`src/rtl/life_pkg.sv`:
```
// life_pkg: shared grid geometry, scanner state encoding and the row-extraction helper
package life_pkg;
  localparam int ROWS = 16;
  localparam int COLS = 16;
  localparam int GRID_W = ROWS * COLS;
  typedef enum logic [1:0] {SCAN_IDLE, SCAN_LIT, SCAN_DARK} scan_state_t;
  // Row 0 occupies the most significant 16 bits of the grid vector.
  function automatic logic [COLS-1:0] get_row(input logic [GRID_W-1:0] grid, input logic [3:0] r);
    return grid[COLS*(ROWS-1-int'(r)) +: COLS];
  endfunction
endpackage

```
`src/rtl/life_row_scanner_scan_timer.sv`:
```
// scan_timer: up-counter with clear; tc_o flags the cycle the count reaches limit_i
//   clk/reset  clock and async active-high reset
//   clr_i      restart the count from zero on the next edge
//   limit_i    terminal count (phase length minus one)
//   tc_o       count equals limit
module scan_timer #(
  parameter int W = 10
) (
  input  logic         clk,
  input  logic         reset,
  input  logic         clr_i,
  input  logic [W-1:0] limit_i,
  output logic         tc_o
);
  logic [W-1:0] count_q;
  always_ff @(posedge clk or posedge reset)
    if (reset) count_q <= '0;
    else count_q <= clr_i ? '0 : count_q + W'(1);
  assign tc_o = count_q == limit_i;
endmodule

```
`src/rtl/life_row_scanner.sv`:
```
// life_row_scanner: double-buffered, tear-free row multiplexer for a 16x16 LED matrix
//   clk/reset   clock and async active-high reset
//   grid_in     256-bit generation, captured on grid_valid & grid_ready
//   grid_ready  pending buffer empty
//   row_sel     one-hot row drive, col_data columns of the lit row
//   frame_done  one-cycle pulse in the last blank cycle of each frame
//   extinct     displayed grid is all zero while scanning
module life_row_scanner
  import life_pkg::*;
#(
  parameter int DWELL = 1000,
  parameter int BLANK = 8
) (
  input  logic              clk,
  input  logic              reset,
  input  logic [GRID_W-1:0] grid_in,
  input  logic              grid_valid,
  output logic              grid_ready,
  output logic [ROWS-1:0]   row_sel,
  output logic [COLS-1:0]   col_data,
  output logic              frame_done,
  output logic              extinct
);
  localparam int TMAX = DWELL > BLANK ? DWELL : BLANK;
  localparam int TW = $clog2(TMAX + 1);
  logic [GRID_W-1:0] pending_q, display_q;
  logic              pending_full_q;
  scan_state_t       state_q;
  logic [3:0]        row_q;
  logic [TW-1:0]     limit;
  logic              tc, capture, last_dark, swap;
  assign grid_ready = !pending_full_q;
  assign capture = grid_valid & grid_ready;
  assign last_dark = state_q == SCAN_DARK && tc && row_q == 4'd15;
  // Capture needs an empty buffer and swap needs a full one, so they never coincide.
  assign swap = pending_full_q & (state_q == SCAN_IDLE | last_dark);
  assign limit = state_q == SCAN_LIT ? TW'(DWELL - 1) : TW'(BLANK - 1);
  scan_timer #(.W(TW)) u_timer (
    .clk(clk),
    .reset(reset),
    .clr_i(state_q == SCAN_IDLE || tc),
    .limit_i(limit),
    .tc_o(tc)
  );
  always_ff @(posedge clk or posedge reset)
    if (reset) begin
      pending_q      <= '0;
      display_q      <= '0;
      pending_full_q <= 1'b0;
      state_q        <= SCAN_IDLE;
      row_q          <= '0;
    end else begin
      if (capture) pending_q <= grid_in;
      pending_full_q <= capture | (pending_full_q & !swap);
      if (swap) display_q <= pending_q;
      case (state_q)
        SCAN_IDLE: if (pending_full_q) begin
          state_q <= SCAN_LIT;
          row_q   <= '0;
        end
        SCAN_LIT: if (tc) state_q <= SCAN_DARK;
        // Row 15 wraps to 0, rescanning the same or the freshly swapped grid.
        SCAN_DARK: if (tc) begin
          state_q <= SCAN_LIT;
          row_q   <= row_q + 4'd1;
        end
        default: state_q <= SCAN_IDLE;
      endcase
    end
  assign row_sel    = state_q == SCAN_LIT ? ROWS'(1) << row_q : '0;
  assign col_data   = state_q == SCAN_LIT ? get_row(display_q, row_q) : '0;
  assign frame_done = last_dark;
  assign extinct    = state_q != SCAN_IDLE && display_q == '0;
endmodule
```
`config.mk`:
```
export PLATFORM = sky130hd
export DESIGN_NAME = life_row_scanner
export DESIGN_NICKNAME = d
export VERILOG_FILES = /design/src/rtl/life_pkg.sv /design/src/rtl/life_row_scanner_scan_timer.sv /design/src/rtl/life_row_scanner.sv
export SDC_FILE = /design/constraint.sdc
export NUM_CORES = 1
export LEC_CHECK = 0
export CORE_UTILIZATION = 50
export CTS_CLUSTER_SIZE = 12
export DETAILED_ROUTE_END_ITERATION = 12
export PLACE_DENSITY = 0.76
export SYNTH_ARGS = -nofsm -noshare
export SYNTH_HDL_FRONTEND = slang
export SYNTH_SLANG_ARGS = --single-unit
```
`constraint.sdc`:
```
create_clock -name clk -period 16.9 [get_ports clk]
set_clock_uncertainty 0.1 [all_clocks]
set_input_delay 2.535 -clock clk [delete_from_list [all_inputs] [get_ports clk]]
set_output_delay 2.535 -clock clk [all_outputs]
set_load 0.01 [all_outputs]
```
Yosys cells after proc, flatten, opt, wreduce, memory -nomap -nowiden. Index checks and enable logic that the tools add are counted.

Register bits after elaboration: 529. Word-level logic and storage cells: 46.

Reduce and logical (&&, ||, !) cells: 12. Bitwise gates (word level): 5. Equality and inequality tests: 7. Add/subtract/negate cells: 3. Shift operators: 2. Muxes and demuxes: 11.

Operators by type and width (count): zero test 256 bit (1); indexed part select 256 x 9 -> 16 bit (1); 2-to-1 mux 16 bit (2); 2-to-1 mux 10 bit (2); << shifter 1 x 4 -> 16 bit (first input constant) (1); adder 10 x 1 -> 10 bit (second input constant) (1); equality test 10 bit (1); 2-to-1 mux 4 bit (2); case mux 4 bit (2 select lines) (1); 2-to-1 mux 2 bit (3); inequality test 2 bit (second input constant) (3); case mux 2 bit (3 select lines) (1); AND reduction 3 bit (2); subtractor 4 x 4 -> 5 bit (first input constant) (1); adder 4 x 1 -> 4 bit (second input constant) (1); equality test 4 bit (second input constant) (1); nonzero test 2 bit (2); AND 1 bit (3); logical AND 1 bit (3); equality test 2 x 1 -> 1 bit (second input constant) (1); equality test 2 bit (second input constant) (1); zero test 1 bit (2); zero test 2 bit (1); bitwise OR 1 bit (2); logical OR 1 bit (1).

Logic depth before layout (Yosys ltp). Gate-level depths: netlist of the first run.

Depth in word-level cells: 10. Mapped depth: 8. Mapped depth without buffers: 6.

Modules after synthesis. A second synthesis of the first run with hierarchy kept.

Cells, all modules: 1426. Area, all modules: 23767.8 um2.

By module, submodules not included: life_row_scanner (cells each 1367, area each 23192.2 um2, instances 1); scan_timer (cells each 59, area each 575.6 um2, instances 1).

Worst setup path before layout of the first run. OpenSTA, ideal clock, no wires.

Path kind: flip-flop to output port. Start point: register row_q[0]. End point: output port col_data[2]. Arrival: 2175 ps. Setup slack: 12090 ps. Cell stages (with the launch flop): 8. Required time: 14265 ps. Cell sequence: dfrtp_1 clkbuf_1 buf_2 buf_2 buf_2 mux4_2 mux2i_1 o22ai_1.

Cells in the longest elaborated chain, start to end: 3.

RTL lines: start: declaration (RTL line life_row_scanner.sv:29) `logic [3:0] row_q;`; start signal: assignment (RTL line life_row_scanner.sv:65) `row_q <= row_q + 4'd1;`; subtractor 4 x 4 -> 5 bit (RTL line life_pkg.sv:9) `return grid[COLS*(ROWS-1-int'(r)) +: COLS];`; indexed part select 256 x 9 -> 16 bit (RTL line life_pkg.sv:9); 2-to-1 mux 16 bit (RTL line life_row_scanner.sv:71) `assign col_data = state_q == SCAN_LIT ? get_row(display_q, row_q) : '0;`; end: declaration (RTL line life_row_scanner.sv:20) `output logic [COLS-1:0] col_data,`.

No other way between the ends.

Worst setup path in the final report of the first run.
Start point: register row_q[0]. End point: output port col_data[7].

Same word-level chain as after synthesis.

==> flow_metrics.env, run 1 <==
export IMPL_status="finished, final reports clean"
export IMPL_place_hpwl_um=46600
export IMPL_comb_power_share=0.130
export IMPL_io_pins=294
export IMPL_syn_nets=1686
export IMPL_drcViolationCount=0
export IMPL_yosysTopAreaCell="dfrtp_1"
export IMPL_crit_type="reg -> out"
export IMPL_pwr_share_seq=0.523
export IMPL_setup_violations=0
export IMPL_wl_met1_um=27300
export IMPL_r2r_setup_slack_ps=12380
export IMPL_vdd_ir_drop_worst_v=0.0000867
export IMPL_routed_wl_um=64500
export IMPL_vias=13934
export IMPL_cp_max_fo=37
export IMPL_rows=79
export IMPL_postRouteAntennaNets=0
export IMPL_routed_wl_met2_um=29700
export IMPL_die_area_mm2=0.0479
export IMPL_layout_setup_ws_ps=10300
export IMPL_regToRegEndpoint="display_q[118]"
export IMPL_core_area_mm2=0.0465
export IMPL_cts_root_buf="clkbuf_16"
export IMPL_die_h_um=219
export IMPL_grt_pass1_wl_um=96600
export IMPL_synth_area_top_cells="dfrtp_1, mux2_4, mux2_2, mux4_2, nor4_1"
export IMPL_post_drt_wl_per_cell_um=27.4
export IMPL_cp_data_required_time_ps=14270
export IMPL_yosysSeqAreaShare=0.563
export IMPL_gp_congestion=0.911
export IMPL_rr_worst_depth=8
export IMPL_max_slew_margin=0.194
export IMPL_antenna_found_initial=2
export IMPL_grt_pass1_vias=14465
export IMPL_max_stage_delay_ps=840
export IMPL_hold_path_class="reg -> reg"
export IMPL_met3_length_um=5070
export IMPL_startpoint="row_q[0]"
export IMPL_cts_tree="built"
export IMPL_io_buffers=293
export IMPL_clk_path_buf_depth=3
export IMPL_synth_area_mm2=0.0235
export IMPL_yosys_area_top_type_share=0.563
export IMPL_die_width_um=219
export IMPL_cap_violations=0
export IMPL_clk_pin_slew_ps=60
export IMPL_cp_cell_sequence="buf_4 > mux4_2 > mux4_2 > and2_1 > clkdlybuf4s50_1"
export IMPL_cts_made_buffers=55
export IMPL_power_density_mw_per_mm2=119
export IMPL_ys_types=39
export IMPL_gr_total_overflow=0
export IMPL_synth_seq_cells=529
export IMPL_grt_setup_unrepaired="false"
export IMPL_netlist_instances=1420
export IMPL_finalCritPeriodShare=0.391
export IMPL_synth_warnings=0
export IMPL_worstSkewPairLatency_ps=600
export IMPL_tightest_slew_ps=1210
export IMPL_endpoint_kind="primary output"
export IMPL_hold_viol=0
export IMPL_cts_htree_levels=2
export IMPL_dr_first_iter_drc_count=1194
export IMPL_firstDrtPassIters=8
export IMPL_worstPathArrival_ps=3960
export IMPL_fmax_mhz=152
export IMPL_cpMostUsedCell="mux4_2"
export IMPL_critical_path_slowest_cell="dfrtp_4"
export IMPL_p_sw_frac=0.253
export IMPL_viasPerCell=5.92
export IMPL_fin_nets=1972
export IMPL_drv_slew=0
export IMPL_postCtsSetupBuffers=0
export IMPL_grt_max_degree=177
export IMPL_tns_ps=0
export IMPL_drive_gt1_frac=0.392
export IMPL_areaGrowthSynthToFinish_pct=21.6
export IMPL_avgSynthCellArea_um2=16.6
export IMPL_grt_util_all_layers=0.277
export IMPL_hold_buffers=0
export IMPL_r2r_start="row_q[1]"
export IMPL_place_ws_ps=10840
export IMPL_ctsResizeCount=0
export IMPL_highest_layer="met5"
export IMPL_crit_end="col_data[7]"
export IMPL_pwr_share_clk=0.347
export IMPL_p_sw_uw=859
export IMPL_p_int_uw=2530
export IMPL_initial_core_util=0.506
export IMPL_p_leak_uw=0.0129
export IMPL_clock_sinks=529
export IMPL_min_period_ps=6600
export IMPL_startpoint_type="flop"
[worst min-delay path by stage]
stage	endpoint	cells past startpoint	slack, ps	from
after global placement	u_timer.count_q[0]	1	350	u_timer.count_q[0]
after CTS	u_timer.count_q[0]	1	360	u_timer.count_q[0]
final	u_timer.count_q[0]	1	360	u_timer.count_q[0]
after floorplan	u_timer.count_q[0]	1	330	u_timer.count_q[0]
after detailed placement	u_timer.count_q[0]	1	350	u_timer.count_q[0]
after global routing	display_q[206]	1	410	pending_q[206]
[layout by cell type (no fill, tap or decap), drive strengths merged, types with 11 or more instances in the layout]
cell / netlist / final
mux2i: 19 / 19
and3: 16 / 16
nand2: 11 / 11
clkbuf: 41 / 91
dfrtp: 529 / 529
buf: 40 / 17
nor4: 67 / 67
mux4: 71 / 71
nand4: 16 / 16
o22ai: 11 / 11
mux2: 512 / 512
nor2: 20 / 20
clkdlybuf4s50: 0 / 293
[synthesized netlist by cell type]
| cell | n |
|---|---|
| xor2_1 | 3 |
| or4_4 | 1 |
| xnor2_1 | 5 |
| nand2b_1 | 3 |
| buf_6 | 27 |
| buf_2 | 9 |
| o211ai_1 | 3 |
| inv_2 | 1 |
| o21ai_1 | 1 |
| nand3_1 | 10 |
| a22o_1 | 2 |
| clkbuf_1 | 41 |
| o31a_4 | 1 |
| mux2_4 | 240 |
| or2_2 | 1 |
| mux2i_1 | 19 |
| inv_1 | 5 |
| buf_1 | 4 |
| or4_1 | 1 |
| o21ai_0 | 1 |
| mux4_2 | 71 |
| nor3_1 | 3 |
| and3_1 | 16 |
| ha_1 | 7 |
| or3_1 | 1 |
| nor4_1 | 67 |
| o21a_1 | 1 |
| dfrtp_1 | 529 |
| o2bb2ai_1 | 1 |
| o22ai_1 | 11 |
| nand2_1 | 11 |
| nand4_1 | 16 |
| mux2_2 | 272 |
| nor2b_1 | 2 |
| nor3_2 | 1 |
| nand3b_1 | 1 |
| o21bai_1 | 2 |
| and2_1 | 10 |
| nor2_1 | 20 |
[cell families (layout without fill, tap and decap cells)]
kind of cell | after synthesis | after routing | share of synthesized area
AO/OA/AOI/OAI | 23 | 23 | 0.00713
XOR/XNOR | 8 | 8 | 0.00298
adder cells (fa/ha/maj) | 7 | 7 | 0.00373
buffers and inverters | 87 | 413 | 0.0230
flip-flops | 529 | 529 | 0.563
multiplexers | 602 | 602 | 0.360
other | 0 | 2 | 0
AND/OR/NAND/NOR | 164 | 164 | 0.0401
[flip-flops by register name (all words and copies together) (netlist names)]
register and flops:
pending_full_q 1, pending_q 256, state_q 2, display_q 256, row_q 4, u_timer.count_q 10
[critical path: cells and delay by family, from the launching register on]
family                 cells  cell delay (ps)
buffers and inverters      2             1190
multiplexers               2             1050
AND/OR/NAND/NOR            1              230
flip-flops                 1              840
[area by class of cell]
class / count / area (um2)
timing repair buffer: 310 / 3070
clock inverter: 6 / 61.3
sequential: 529 / 13200
clock buffer: 91 / 1680
antenna: 2 / 5.00
fill: 3406 / 17900
multi-input combinational: 804 / 9730
tap: 607 / 759
inverter: 6 / 26.3
[routing by layer]
layer,global-route usage,vias up
met4,0.103,2
met5,0,-
met1,0.392,7286
li1,-,5899
met3,0.0559,115
met2,0.425,632
[stage by stage]
stage,area (um2),power (uW),util,instances,hold WS (ps)
2_1_floorplan,23500,1980,-,1420,333
3_3_place_gp,26800,2200,0.578,2256,348
3_5_place_dp,26800,2230,0.578,2256,353
4_1_cts,28600,3400,0.615,2353,361
5_1_grt,28600,3510,0.615,2353,410
6_report,28600,3390,0.615,2355,364
[power groups by stage]
stage	Clock (uW)	Combinational, uW	Sequential [uW]
floorplan	0	320	1660
global placement	0	426	1780
detailed placement	0	441	1780
CTS	1190	447	1770
global route	1240	478	1790
finish	1170	442	1770
Power figures use the tool's default switching activity.
==> run 2, diff against run 1 <==
--- a/config.mk
+++ b/config.mk
@@ -5,10 +5,10 @@
 export SDC_FILE = /design/constraint.sdc
 export NUM_CORES = 1
 export LEC_CHECK = 0
-export CORE_UTILIZATION = 50
+export CORE_UTILIZATION = 56
 export CTS_CLUSTER_SIZE = 12
 export DETAILED_ROUTE_END_ITERATION = 12
-export PLACE_DENSITY = 0.76
+export PLACE_DENSITY = 0.8
 export SYNTH_ARGS = -nofsm -noshare
 export SYNTH_HDL_FRONTEND = slang
 export SYNTH_SLANG_ARGS = --single-unit
==> constraint.sdc (replaced) <==
create_clock -name clk -period 6.1 [get_ports clk]
set_clock_uncertainty 0.1 [all_clocks]
set_input_delay 0.915 -clock clk [delete_from_list [all_inputs] [get_ports clk]]
set_output_delay 0.915 -clock clk [all_outputs]
set_load 0.01 [all_outputs]
==> flow_metrics.env, run 2 (synthesized netlist as in run 1, its figures left out) <==
export IMPL_final_common_cell="dfrtp_1"
export IMPL_crit_type="reg -> out"
export IMPL_gp_congestion=0.918
export IMPL_ctsResizeCount=0
export IMPL_worstPathArrival_ps=4170
export IMPL_status="finished with violations"
export IMPL_top_regs="display_q x256, pending_q x256, u_timer.count_q x10"
export IMPL_postRouteAntennaNets=0
export IMPL_die_area_mm2=0.0428
export IMPL_multi_input_area_mm2=0.00973
export IMPL_startpoint_type="flop"
export IMPL_hold_buffers=0
export IMPL_drv_slew=0
export IMPL_hold_viol=0
export IMPL_vias=13751
export IMPL_max_slew_margin=0.211
export IMPL_grt_util_all_layers=0.297
export IMPL_cp_max_fo=3
export IMPL_routed_wl_um=61300
export IMPL_fmax_mhz=193
export IMPL_cap_violations=0
export IMPL_gr_total_overflow=0
export IMPL_failed_checks="design-rule violations"
export IMPL_clk_path_buf_depth=3
export IMPL_grt_max_degree=207
export IMPL_cts_made_buffers=54
export IMPL_clk_pin_slew_ps=60
export IMPL_antenna_found_initial=1
export IMPL_instances_no_fill=2269
export IMPL_drive_gt1_frac=0.391
export IMPL_grt_pass1_wl_um=92100
export IMPL_num_antenna_cells=0
export IMPL_io_pins=294
export IMPL_cts_tree="built"
export IMPL_postCtsSetupBuffers=0
export IMPL_place_hpwl_um=44400
export IMPL_tns_ps=0
export IMPL_worstSkewPairLatency_ps=600
export IMPL_hold_path_class="reg -> reg"
export IMPL_grt_pass1_vias=14395
export IMPL_firstDrtPassIters=11
export IMPL_hold_ws_ps=395
export IMPL_power_density_mw_per_mm2=326
export IMPL_seqCellArea_mm2=0.0132
export IMPL_post_drt_wl_per_cell_um=27.0
export IMPL_cp_data_required_time_ps=5080
export IMPL_whs_path_depth=1
export IMPL_cts_htree_levels=2
export IMPL_initial_core_util=0.572
export IMPL_n_fill_cell=2721
export IMPL_cts_root_buf="clkbuf_16"
export IMPL_dr_first_iter_drc_count=1215
export IMPL_die_h_um=207
export IMPL_place_ws_ps=1610
export IMPL_clock_sinks=529
export IMPL_viasPerCell=6.06
export IMPL_min_period_ps=5180
export IMPL_setup_violations=0
export IMPL_rows=74
export IMPL_areaGrowthSynthToFinish_pct=21.0
export IMPL_r2r_start="row_q[2]"
export IMPL_fin_nets=1969
export IMPL_p_leak_uw=0.0129
export IMPL_hold_start="u_timer.count_q[0]"
export IMPL_die_width_um=207
export IMPL_core_area_mm2=0.0411
export IMPL_endpoint_kind="primary output"
export IMPL_layout_common_cells="dfrtp_1, clkdlybuf4s50_1, mux2_2, mux2_4, mux4_2"
export IMPL_finalCritPeriodShare=0.849
export IMPL_tightest_slew_ps=1180
export IMPL_grt_setup_unrepaired="false"
export IMPL_dpl_cell_count=2179
export IMPL_drcViolationCount=17
export IMPL_rr_worst_depth=5
export IMPL_startpoint="display_q[239]"
export IMPL_layout_setup_ws_ps=920
export IMPL_io_buffers=293
export IMPL_vdd_ir_drop_worst_v=0.000255
run 2: metal layers:
layer | routed length (um) | share of wire | track usage
met5 | 9 | 0.00015 | 0
met4 | 2180 | 0.035 | 0.112
met3 | 4210 | 0.069 | 0.0545
met2 | 28100 | 0.46 | 0.442
met1 | 26900 | 0.44 | 0.438
run 2: worst paths after layout:
kind | to | slack (ps)
worst max-delay path | extinct | 920
max in group asynchronous | display_q[36] | 3560
worst max register to register | display_q[197] | 1860
worst min register to register | u_timer.count_q[0] | 400
min in group asynchronous | pending_q[188] | 740
worst min-delay path | u_timer.count_q[0] | 400
run 2: metrics by stage:
step                total power (uW)  cell area [um2]   util
finish                          9270            28400  0.692
global route                    9630            28400  0.692
CTS                             9330            28400  0.692
detailed placement              6170            26800  0.652
global placement                6100            26800  0.652
floorplan                       5490            23500      -
run 2: layout make-up:
cell class | instances | share of cell area
tap | 532 | 0.0234
clock inverter | 8 | 0.00330
multi-input combinational | 804 | 0.342
sequential | 529 | 0.465
inverter | 6 | 0.000924
clock buffer | 82 | 0.0551
timing repair buffer | 308 | 0.110
run 2: critical path: stages, from the launching register on:
cell,delay [ps]
dfrtp_1,420
nor4_1,710
nand4_1,320
nor4_1,530
nand4_1,190
nor4_1,730
clkdlybuf4s50_1,670
run 2: power by group:
| part | total, uW | internal, uW | switching (uW) | leakage [uW] |
|---|---|---|---|---|
| logic | 1210 | 837 | 377 | 0.00554 |
| clock network | 3150 | 1840 | 1320 | 0.000816 |
| registers | 4910 | 4260 | 646 | 0.00651 |
